===== src/rtl/alu_pkg.sv =====
// -----------------------------------------------------------------------------
// alu_pkg
// Shared definitions for the ALU operation sequencer: opcode width, opcode
// constants, sequencer state encoding, default legal-opcode mask and an
// opcode-legality helper.
// -----------------------------------------------------------------------------
package alu_pkg;

  localparam int OP_W = 3;

  localparam logic [OP_W-1:0] OP_0 = 3'd0;
  localparam logic [OP_W-1:0] OP_1 = 3'd1;
  localparam logic [OP_W-1:0] OP_2 = 3'd2;
  localparam logic [OP_W-1:0] OP_3 = 3'd3;
  localparam logic [OP_W-1:0] OP_4 = 3'd4;
  localparam logic [OP_W-1:0] OP_5 = 3'd5;
  localparam logic [OP_W-1:0] OP_6 = 3'd6;
  localparam logic [OP_W-1:0] OP_7 = 3'd7;

  // Opcode 7 is reserved by default.
  localparam logic [(1<<OP_W)-1:0] OP_MASK_DEFAULT = 8'h7F;

  typedef enum logic [1:0] {
    IDLE   = 2'd0,
    SETTLE = 2'd1,
    HOLD   = 2'd2
  } state_e;

  // Returns the mask bit that enables opcode op.
  function automatic logic op_legal(input logic [(1<<OP_W)-1:0] mask,
                                    input logic [OP_W-1:0]      op);
    case (op)
      OP_0:    return mask[0];
      OP_1:    return mask[1];
      OP_2:    return mask[2];
      OP_3:    return mask[3];
      OP_4:    return mask[4];
      OP_5:    return mask[5];
      OP_6:    return mask[6];
      OP_7:    return mask[7];
      default: return 1'b0;
    endcase
  endfunction

endpackage


===== src/rtl/op_settle_timer.sv =====
// -----------------------------------------------------------------------------
// op_settle_timer
// Counts the cycles the ALU operands have been held stable and pulses done_o
// on the last settle cycle.
//
// Ports:
//   clk_i    rising-edge clock
//   reset_i  synchronous active-high reset (counter -> 0)
//   load_i   clear the counter (issued when a legal request is accepted)
//   en_i     count enable (high while settling)
//   done_o   combinational: en_i and counter == SETTLE_CYCLES-1
// -----------------------------------------------------------------------------
module op_settle_timer #(
  parameter int SETTLE_CYCLES = 2
) (
  input  logic clk_i,
  input  logic reset_i,
  input  logic load_i,
  input  logic en_i,
  output logic done_o
);

  if (SETTLE_CYCLES < 1) begin : g_bad_settle
    $error("op_settle_timer: SETTLE_CYCLES must be >= 1");
  end

  localparam int              CNT_W = $clog2(SETTLE_CYCLES + 1);
  localparam logic [CNT_W-1:0] LAST = CNT_W'(SETTLE_CYCLES - 1);

  logic [CNT_W-1:0] cnt_q;

  assign done_o = en_i && (cnt_q == LAST);

  // NOTE: state is updated with non-blocking assignments so every register
  // samples the pre-edge value of every other register, as real flops do.
  always_ff @(posedge clk_i) begin
    if (reset_i || load_i) begin
      cnt_q <= '0;
    end else if (en_i) begin
      // Wrap to zero on the last cycle so the count never passes LAST.
      cnt_q <= done_o ? '0 : cnt_q + CNT_W'(1);
    end
  end

endmodule


===== src/rtl/alu_op_sequencer.sv =====
// -----------------------------------------------------------------------------
// alu_op_sequencer
// Accepts one ALU request at a time, drives the registered opcode/operands to
// the decoder and ALU, holds them for SETTLE_CYCLES, captures the ALU result
// and offers it downstream. Requests with an opcode cleared in OP_MASK are
// completed immediately with out_err_o set and never reach the datapath.
//
// Ports:
//   clk_i, reset_i             clock, synchronous active-high reset
//   in_valid_i / in_ready_o    request handshake
//   in_op_i, in_a_i, in_b_i    request opcode and operands
//   operation_o, alu_a_o/b_o   registered opcode/operands to decoder/ALU
//   alu_result_i               combinational ALU result
//   out_valid_o / out_ready_i  result handshake
//   out_result_o, out_op_o     captured result and its opcode
//   out_err_o                  completed request had an illegal opcode
//   busy_o                     sequencer not idle
//   op_count_o                 completed output handshakes (wraps)
// -----------------------------------------------------------------------------
module alu_op_sequencer
  import alu_pkg::*;
#(
  parameter int                     WIDTH         = 8,
  parameter int                     SETTLE_CYCLES = 2,
  parameter logic [(1<<OP_W)-1:0]   OP_MASK       = OP_MASK_DEFAULT
) (
  input  logic             clk_i,
  input  logic             reset_i,
  input  logic             in_valid_i,
  output logic             in_ready_o,
  input  logic [OP_W-1:0]  in_op_i,
  input  logic [WIDTH-1:0] in_a_i,
  input  logic [WIDTH-1:0] in_b_i,
  output logic [OP_W-1:0]  operation_o,
  output logic [WIDTH-1:0] alu_a_o,
  output logic [WIDTH-1:0] alu_b_o,
  input  logic [WIDTH-1:0] alu_result_i,
  output logic             out_valid_o,
  input  logic             out_ready_i,
  output logic [WIDTH-1:0] out_result_o,
  output logic [OP_W-1:0]  out_op_o,
  output logic             out_err_o,
  output logic             busy_o,
  output logic [15:0]      op_count_o
);

  state_e           state_q;
  logic             in_ready_q;
  logic             busy_q;
  logic             out_valid_q;
  logic             out_err_q;
  logic [OP_W-1:0]  operation_q;
  logic [WIDTH-1:0] alu_a_q;
  logic [WIDTH-1:0] alu_b_q;
  logic [WIDTH-1:0] out_result_q;
  logic [OP_W-1:0]  out_op_q;
  logic [15:0]      op_count_q;

  logic accept;
  logic accept_legal;
  logic settle_done;

  // in_ready_q is high exactly in IDLE, so it doubles as the accept qualifier.
  assign accept       = in_valid_i && in_ready_q;
  assign accept_legal = accept && op_legal(OP_MASK, in_op_i);

  op_settle_timer #(
    .SETTLE_CYCLES (SETTLE_CYCLES)
  ) u_timer (
    .clk_i   (clk_i),
    .reset_i (reset_i),
    .load_i  (accept_legal),
    .en_i    (state_q == SETTLE),
    .done_o  (settle_done)
  );

  always_ff @(posedge clk_i) begin
    if (reset_i) begin
      state_q      <= IDLE;
      in_ready_q   <= 1'b1;
      busy_q       <= 1'b0;
      out_valid_q  <= 1'b0;
      out_err_q    <= 1'b0;
      operation_q  <= '0;
      alu_a_q      <= '0;
      alu_b_q      <= '0;
      out_result_q <= '0;
      out_op_q     <= '0;
      op_count_q   <= '0;
    end else begin
      case (state_q)
        IDLE: begin
          if (accept) begin
            in_ready_q <= 1'b0;
            busy_q     <= 1'b1;
            if (accept_legal) begin
              operation_q <= in_op_i;
              alu_a_q     <= in_a_i;
              alu_b_q     <= in_b_i;
              state_q     <= SETTLE;
            end else begin
              // Datapath registers keep the last issued request.
              out_result_q <= '0;
              out_op_q     <= in_op_i;
              out_err_q    <= 1'b1;
              out_valid_q  <= 1'b1;
              state_q      <= HOLD;
            end
          end
        end

        SETTLE: begin
          if (settle_done) begin
            out_result_q <= alu_result_i;
            out_op_q     <= operation_q;
            out_err_q    <= 1'b0;
            out_valid_q  <= 1'b1;
            state_q      <= HOLD;
          end
        end

        HOLD: begin
          if (out_ready_i) begin
            out_valid_q <= 1'b0;
            in_ready_q  <= 1'b1;
            busy_q      <= 1'b0;
            op_count_q  <= op_count_q + 16'd1;
            state_q     <= IDLE;
          end
        end

        default: begin
          state_q     <= IDLE;
          in_ready_q  <= 1'b1;
          busy_q      <= 1'b0;
          out_valid_q <= 1'b0;
        end
      endcase
    end
  end

  assign in_ready_o   = in_ready_q;
  assign busy_o       = busy_q;
  assign out_valid_o  = out_valid_q;
  assign out_err_o    = out_err_q;
  assign operation_o  = operation_q;
  assign alu_a_o      = alu_a_q;
  assign alu_b_o      = alu_b_q;
  assign out_result_o = out_result_q;
  assign out_op_o     = out_op_q;
  assign op_count_o   = op_count_q;

endmodule


===== config.mk =====
export PLATFORM = sky130hd
export DESIGN_NAME = alu_op_sequencer
export DESIGN_NICKNAME = d
export VERILOG_FILES = /design/src/rtl/alu_pkg.sv /design/src/rtl/op_settle_timer.sv /design/src/rtl/alu_op_sequencer.sv
export SDC_FILE = /design/constraint.sdc
export NUM_CORES = 1
export LEC_CHECK = 0
export BUFFER_PORTS_ARGS = -buffer_cell sky130_fd_sc_hd__buf_2
export CAP_MARGIN = 20
export CELL_PAD_IN_SITES_DETAIL_PLACEMENT = 0
export CELL_PAD_IN_SITES_GLOBAL_PLACEMENT = 1
export CORE_MARGIN = 1.5
export CORE_UTILIZATION = 31
export CTS_CLUSTER_DIAMETER = 100
export CTS_CLUSTER_SIZE = 14
export DETAILED_ROUTE_END_ITERATION = 10
export GPL_TIMING_DRIVEN = 0
export PLACE_DENSITY = 0.76
export SLEW_MARGIN = 20
export SYNTH_ARGS = -nofsm -noshare
export SYNTH_HDL_FRONTEND = slang
export SYNTH_HIERARCHICAL = 1
export SYNTH_SLANG_ARGS = --single-unit

===== constraint.sdc =====
create_clock -name clk_i -period 1.8 [get_ports clk_i]
set_clock_uncertainty 0.2 [all_clocks]
set_input_delay 0.36 -clock clk_i [delete_from_list [all_inputs] [get_ports clk_i]]
set_output_delay 0.36 -clock clk_i [all_outputs]
set_load 0.05 [all_outputs]

==> results of run 1 <==
[cell usage after synthesis, types with 2 or more instances]
master and count:
a21oi_1 31, a22o_1 8, a311oi_1 3, and4_1 2, buf_1 2, buf_2 4
buf_4 2, clkbuf_1 5, dfxtp_1 54, inv_1 5, mux2i_1 4, nand2_1 46
nand2b_1 4, nand3_1 5, nand4_1 4, nor2_1 23, nor2b_1 3, nor3_1 7
nor4_1 3, o21ai_0 4, o22ai_1 2, or3_1 3, xnor2_1 8, xor2_1 2
[critical path, cell delays in order, from the launching register on]
cell and delay (ps):
dfxtp_4 380, and3b_1 200, buf_4 150, nand3_4 90
or4_1 500, a21oi_1 150
[state kept, by name, summed over array words and instances (netlist names), 2 cells and up]
register and count:
out_op_o 3, alu_b_o 8, op_count_o 16, out_result_o 8, u_timer/cnt_q 2, alu_a_o 8
state_q 2, operation_o 3
[cells by family after synthesis]
family                     after synthesis  synth area share (%)
AOI/OAI and AO/OA                       51                  14.4
xor gates and xnor gates                10                  4.02
adders and majority gates                1                 0.575
buffers and inverters                   18                  3.68
DFF                                     54                  49.7
muxes                                    5                  2.36
and+or+nand+nor                        110                  25.3
[routing by layer]
layer,global-route usage (%),routed length (um),vias to the layer above
li1,-,-,1048
met1,19.2,2480,949
met2,23.3,2520,56
met3,5.14,391,2
met4,3.08,10,0
met5,0,0,-
[final cells by class]
| cell class | count | area share, % |
|---|---|---|
| tap | 96 | 4.00 |
| timing repair buffer | 89 | 15.9 |
| sequential | 54 | 37.2 |
| clock buffer | 8 | 3.37 |
| buffer | 11 | 2.17 |
| inverter | 5 | 0.625 |
| multi-input combinational | 177 | 36.8 |
[metrics by stage]
stage	hold WS [ps]	cells	setup WS (ps)	power (mW)
final	74.7	440	64.8	2.42
after global routing	67.4	440	-6.97	2.54
after CTS	62.0	437	20.6	2.45
after detailed placement	244	425	-276	1.69
after global placement	239	425	-238	1.69
after floorplan	231	249	-0.636	1.58
[power groups by stage]
stage	Sequential, mW	Combinational [mW]	Clock, mW
final	1.26	0.429	0.732
after global routing	1.27	0.464	0.811
after CTS	1.26	0.422	0.766
after detailed placement	1.29	0.405	0
after global placement	1.29	0.403	0
after floorplan	1.43	0.150	0
[worst max path at each step]
stage	end	slack, ps	start	cells past startpoint
after floorplan	op_count_o[13]	-0.6	op_count_o[0]	4
after global routing	out_op_o[2]	-7	in_ready_o	4
after detailed placement	out_result_o[0]	-280	state_q[0]	7
final	op_count_o[14]	60	state_q[0]	5
after CTS	out_result_o[6]	20	state_q[1]	7
after global placement	out_result_o[0]	-240	state_q[0]	7
[repair_timing]
| item | 4_1_cts | 5_1_grt |
|---|---|---|
| buffers inserted | 6 | 3 |
| setup endpoints to repair | 26 | 22 |
| pin swaps | 6 | 5 |
| resized for setup | 10 | 9 |
==> run metrics, run 1 <==
outcome completed; vias in the first global route 1895; Crit Reg-Reg Endpoint op_count_o[14]; 1st-iter DRT viols 50; largest net degree at the start of global routing 16; Worst Tran Pin Value 522 ps; relative slew slack 65.2%; Clk pwr share a little under a third; commonest non-fill, non-tap cell in the layout buf_2; Synth Warn # 6; vias per cell 4.67; Logic pwr share roughly 18%; unrepaired setup endpoints after global routing true; LEAKAGE 1.29 nW; I/O Pins 81; Primary FF master, synth dfxtp_1; kind of critical path reg -> reg; initial antenna violation count 0; Final Slew Violations 0; CTS Hold Bufs 0; first-pass GRT wire length 8.89 mm; DR pass1 iterations 4; Worst Path Arrival 1770 ps; CTS buffer count 5; P_sw slightly below 700 uW; Clock Tree Buf Depth 2; Final Cycle Share between 90 and 100%; fin util between 40 and 50%; Final Cell Area around 3000 um^2; flop-to-flop setup slack 60 ps; VDD IR max 420 uV; multi-input logic area 1100 um^2; clock slew at reported path FFs 100 ps; Setup crit start kind flop; Worst Hold Endpoint out_result_o[1]; sequential power share between 50% and 60%; Reg-to-Reg Start state_q[0]; ys async rst share 0%; core area slightly below 7000 um^2; number of distinct library cells after synthesis 39; Hold WC Path Type in -> reg; Req. time, crit path about 1800 ps; CP Max Fanout 6; Clock Sinks 54; H-Tree Depth 2; grt ovf 0; Die ar. 7530 um^2; Die Y 86.8 um; antenna cells 0; crit end category flop; Hold Path Origin alu_result_i[1]; Synth area leaders dfxtp_1 (50%), nand2_1 (7.9%), a21oi_1 (7.1%); wire per inst 12.3 um; gr usage total 14.6%; row count 30; Initial Util 32.0%; minimum clock period 1740 ps; max cap viols 0; fmax 0.576 GHz; EDFF count, synth 0; worst reg2reg path depth 5; share of layout cells above drive strength 1 38.1%; placed cell area 2760 um^2; worst-skew pair later-pin latency 300 ps; sequential-to-total area share from yosys stat 49.7%; Routed WL approximately 5.4 mm; GP Congestion 0.730; CTS root buf clkbuf_8; CTS tree built; Synth top area share 49.7%; internal power 1.73 mW; nets 375; Port-buffer cells 80; area grow syn2layout 38.0%; most frequent cells in the layout buf_2 (81), nand2_1 (44), dfxtp_1 (40); total negative slack 0 ps; Final Hold Vio Count 0; Die Wd around 87 um; syn nets 281; Mapped Area 2180 um^2; Avg Cell Area, Syn 8.74 um^2; hold-critical path depth 2; Net Sw Frac ~29%; detailed-placement wirelength estimate about 3.9 mm; Register Area ~1100 um^2; count of final setup violators 0; Filler cells 689; Routed Antenna Nets 0; drt drc 0; routed via count approximately 2100; Power Dens Cells around 810 nW/um^2; largest area contributor in the synthesized netlist dfxtp_1; FF+latch count, synth 54; Cells after Synth 249
No activity file was read; power rests on OpenSTA's default activity.
==> run 2: changes to the inputs <==
--- a/config.mk
+++ b/config.mk
@@ -5,7 +5,6 @@
 export SDC_FILE = /design/constraint.sdc
 export NUM_CORES = 1
 export LEC_CHECK = 0
-export BUFFER_PORTS_ARGS = -buffer_cell sky130_fd_sc_hd__buf_2
 export CAP_MARGIN = 20
 export CELL_PAD_IN_SITES_DETAIL_PLACEMENT = 0
 export CELL_PAD_IN_SITES_GLOBAL_PLACEMENT = 1
@@ -14,8 +13,9 @@
 export CTS_CLUSTER_DIAMETER = 100
 export CTS_CLUSTER_SIZE = 14
 export DETAILED_ROUTE_END_ITERATION = 10
+export DONT_BUFFER_PORTS = 1
 export GPL_TIMING_DRIVEN = 0
-export PLACE_DENSITY = 0.76
+export PLACE_DENSITY = 0.61
 export SLEW_MARGIN = 20
 export SYNTH_ARGS = -nofsm -noshare
 export SYNTH_HDL_FRONTEND = slang
==> run metrics, run 2 (same netlist as run 1, synthesis figures left out) <==
Final Hold Vio Count 0 (unchanged); Req. time, crit path 1820 ps (about the same); vias per cell 4.86 (+4.0%); gr usage total 15.0% (+0.37 points); Final Slew Violations 0 (unchanged); fmax 0.567 GHz (-1.6%); routed via count 1884 (-8.3%); commonest non-fill, non-tap cell in the layout nand2_1; Clock Tree Buf Depth 2 (unchanged); crit end category flop; Port-buffer cells 0 (-100%); Setup crit start kind flop; area grow syn2layout 34.4%; H-Tree Depth 2 (unchanged); initial antenna violation count 0 (unchanged); worst-skew pair later-pin latency 310 ps (about the same); multi-input logic area 1140 um^2 (+3.1%); placed cell count 345 (-19%); drt drc 0 (unchanged); placed cell area 2360 um^2 (-14%); Die Y 86.8 um (unchanged); Initial Util 32.0% (unchanged); nets 323 (-14%); outcome completed; CP Max Fanout 7 (+1); Layout Cells excl Fill 388 (-12%); total negative slack 0 ps (unchanged); core area 6790 um^2 (unchanged); vias in the first global route 1785 (-5.8%); P_sw 710 uW (+2.6%); worst reg2reg path depth 4 (-1); sequential power share 60.2% (+8.1 points); Register Area 1140 um^2 (+1.9%); detailed-placement wirelength estimate 3.64 mm (-5.9%); count of final setup violators 0 (unchanged); kind of critical path reg -> reg; first-pass GRT wire length 8.81 mm (-0.86%); CTS buffer count 5 (unchanged); Clk pwr share 28.7% (-1.5 points); antenna cells 0 (unchanged); GP Congestion 0.711 (-2.6%); Largest register FFs 16 (unchanged); final worst setup slack 37.5 ps (-27.3 ps); Net Sw Frac 30.4% (+1.9 points); unrepaired setup endpoints after global routing true; minimum clock period 1760 ps (+27.3 ps); most frequent cells in the layout nand2_1 (42), dfxtp_1 (37), a21oi_1 (29); LEAKAGE 1.04 nW (-20%); Power Dens Cells 798 nW/um^2 (-1.1%); Die Wd 86.8 um (unchanged); Filler cells 708 (+2.8%); Worst Tran Pin Value 558 ps (+35.5 ps); 1st-iter DRT viols 46 (-8.0%); CTS root buf clkbuf_8; share of layout cells above drive strength 1 20.9% (-17 points); max cap viols 0 (unchanged); Hold WC Path Type in -> reg; Die ar. 7530 um^2 (unchanged); hold-critical path depth 2 (unchanged); clock slew at reported path FFs 110 ps (about the same); relative slew slack 62.8% (-2.4 points); row count 30 (unchanged); Place WS -257 ps (+19.4 ps); Logic pwr share 11.2% (-6.5 points); Worst Path Arrival 1780 ps (about the same); CTS tree built; Clock Sinks 54 (unchanged); VDD IR max 313 uV (-25%); Final Cycle Share 97.9% (+1.5 points); DR pass1 iterations 4 (unchanged); grt ovf 0 (unchanged); wire per inst 14.3 um (+17%); Final Cell Area 2930 um^2 (-2.6%); Routed WL 5.56 mm (+3.0%); Routed Antenna Nets 0 (unchanged); fin util 43.1% (-1.2 points); largest net degree at the start of global routing 16 (unchanged); internal power 1.63 mW (-6.2%); I/O Pins 81 (unchanged)
==> run 2: cell types whose count changed in the layout (fill, tap and decap cells not counted), moves of 2 or more <==
cell and delta:
buf_2 -80, buf_6 +3, dfxtp_1 -3, dfxtp_2 -4, dfxtp_4 +7, dlygate4sd3_1 +26
nand2_1 -2, nor4_1 -2, nor4_2 +2
==> run 2: critical path, cell delays in order (launching register included) <==
cell and delay, ps:
dfxtp_4 510, nand3_4 150, nor4b_4 360, nand3_1 140
mux2_4 310
==> run 2: final timing paths <==
path | from | end | slack [ps]
worst max-delay path | op_count_o[2] | op_count_o[13] | 40
worst min-delay path | in_op_i[0] | operation_o[0] | 10
worst max register to register | op_count_o[2] | op_count_o[13] | 40
worst min register to register | u_timer/cnt_q[1] | u_timer/cnt_q[1] | 310
==> run 2: timing repair <==
action,4_1_cts,5_1_grt
buffers inserted,8,3
setup endpoints to repair,26,28
hold buffers,26,0
gates resized for setup,24,15
hold endpoints to repair,26,0
pin swaps,8,6
==> run 2: through the flow <==
step	total power, mW	hold WS, ps
detailed placement	1.63	235
global route	2.47	19.0
floorplan	1.58	231
finish	2.34	13.4
CTS	2.36	2.18
global placement	1.62	233
==> run 2: metal layers <==
layer | GRT usage [%] | wire length [um] | up-vias
met5 | 0 | 0 | -
met4 | 4.40 | 47 | 0
met3 | 5.81 | 422 | 6
met2 | 24.3 | 2660 | 58
met1 | 18.4 | 2430 | 873
li1 | - | - | 947
==> run 2: power groups by stage <==
stage / Clock (mW) / Sequential (mW) / Combinational [mW]
floorplan: 0 / 1.43 / 0.150
global placement: 0 / 1.44 / 0.185
global route: 0.762 / 1.41 / 0.294
CTS: 0.707 / 1.41 / 0.248
finish: 0.669 / 1.41 / 0.261
detailed placement: 0 / 1.44 / 0.187
==> run 2: cell type report <==
| cell class | instances | share of cell area, % |
|---|---|---|
| inverter | 5 | 0.642 |
| timing repair buffer | 37 | 12.2 |
| tap | 96 | 4.11 |
| clock buffer | 6 | 2.48 |
| multi-input combinational | 177 | 38.9 |
| sequential | 54 | 38.9 |
| clock inverter | 2 | 0.299 |
| buffer | 11 | 2.48 |
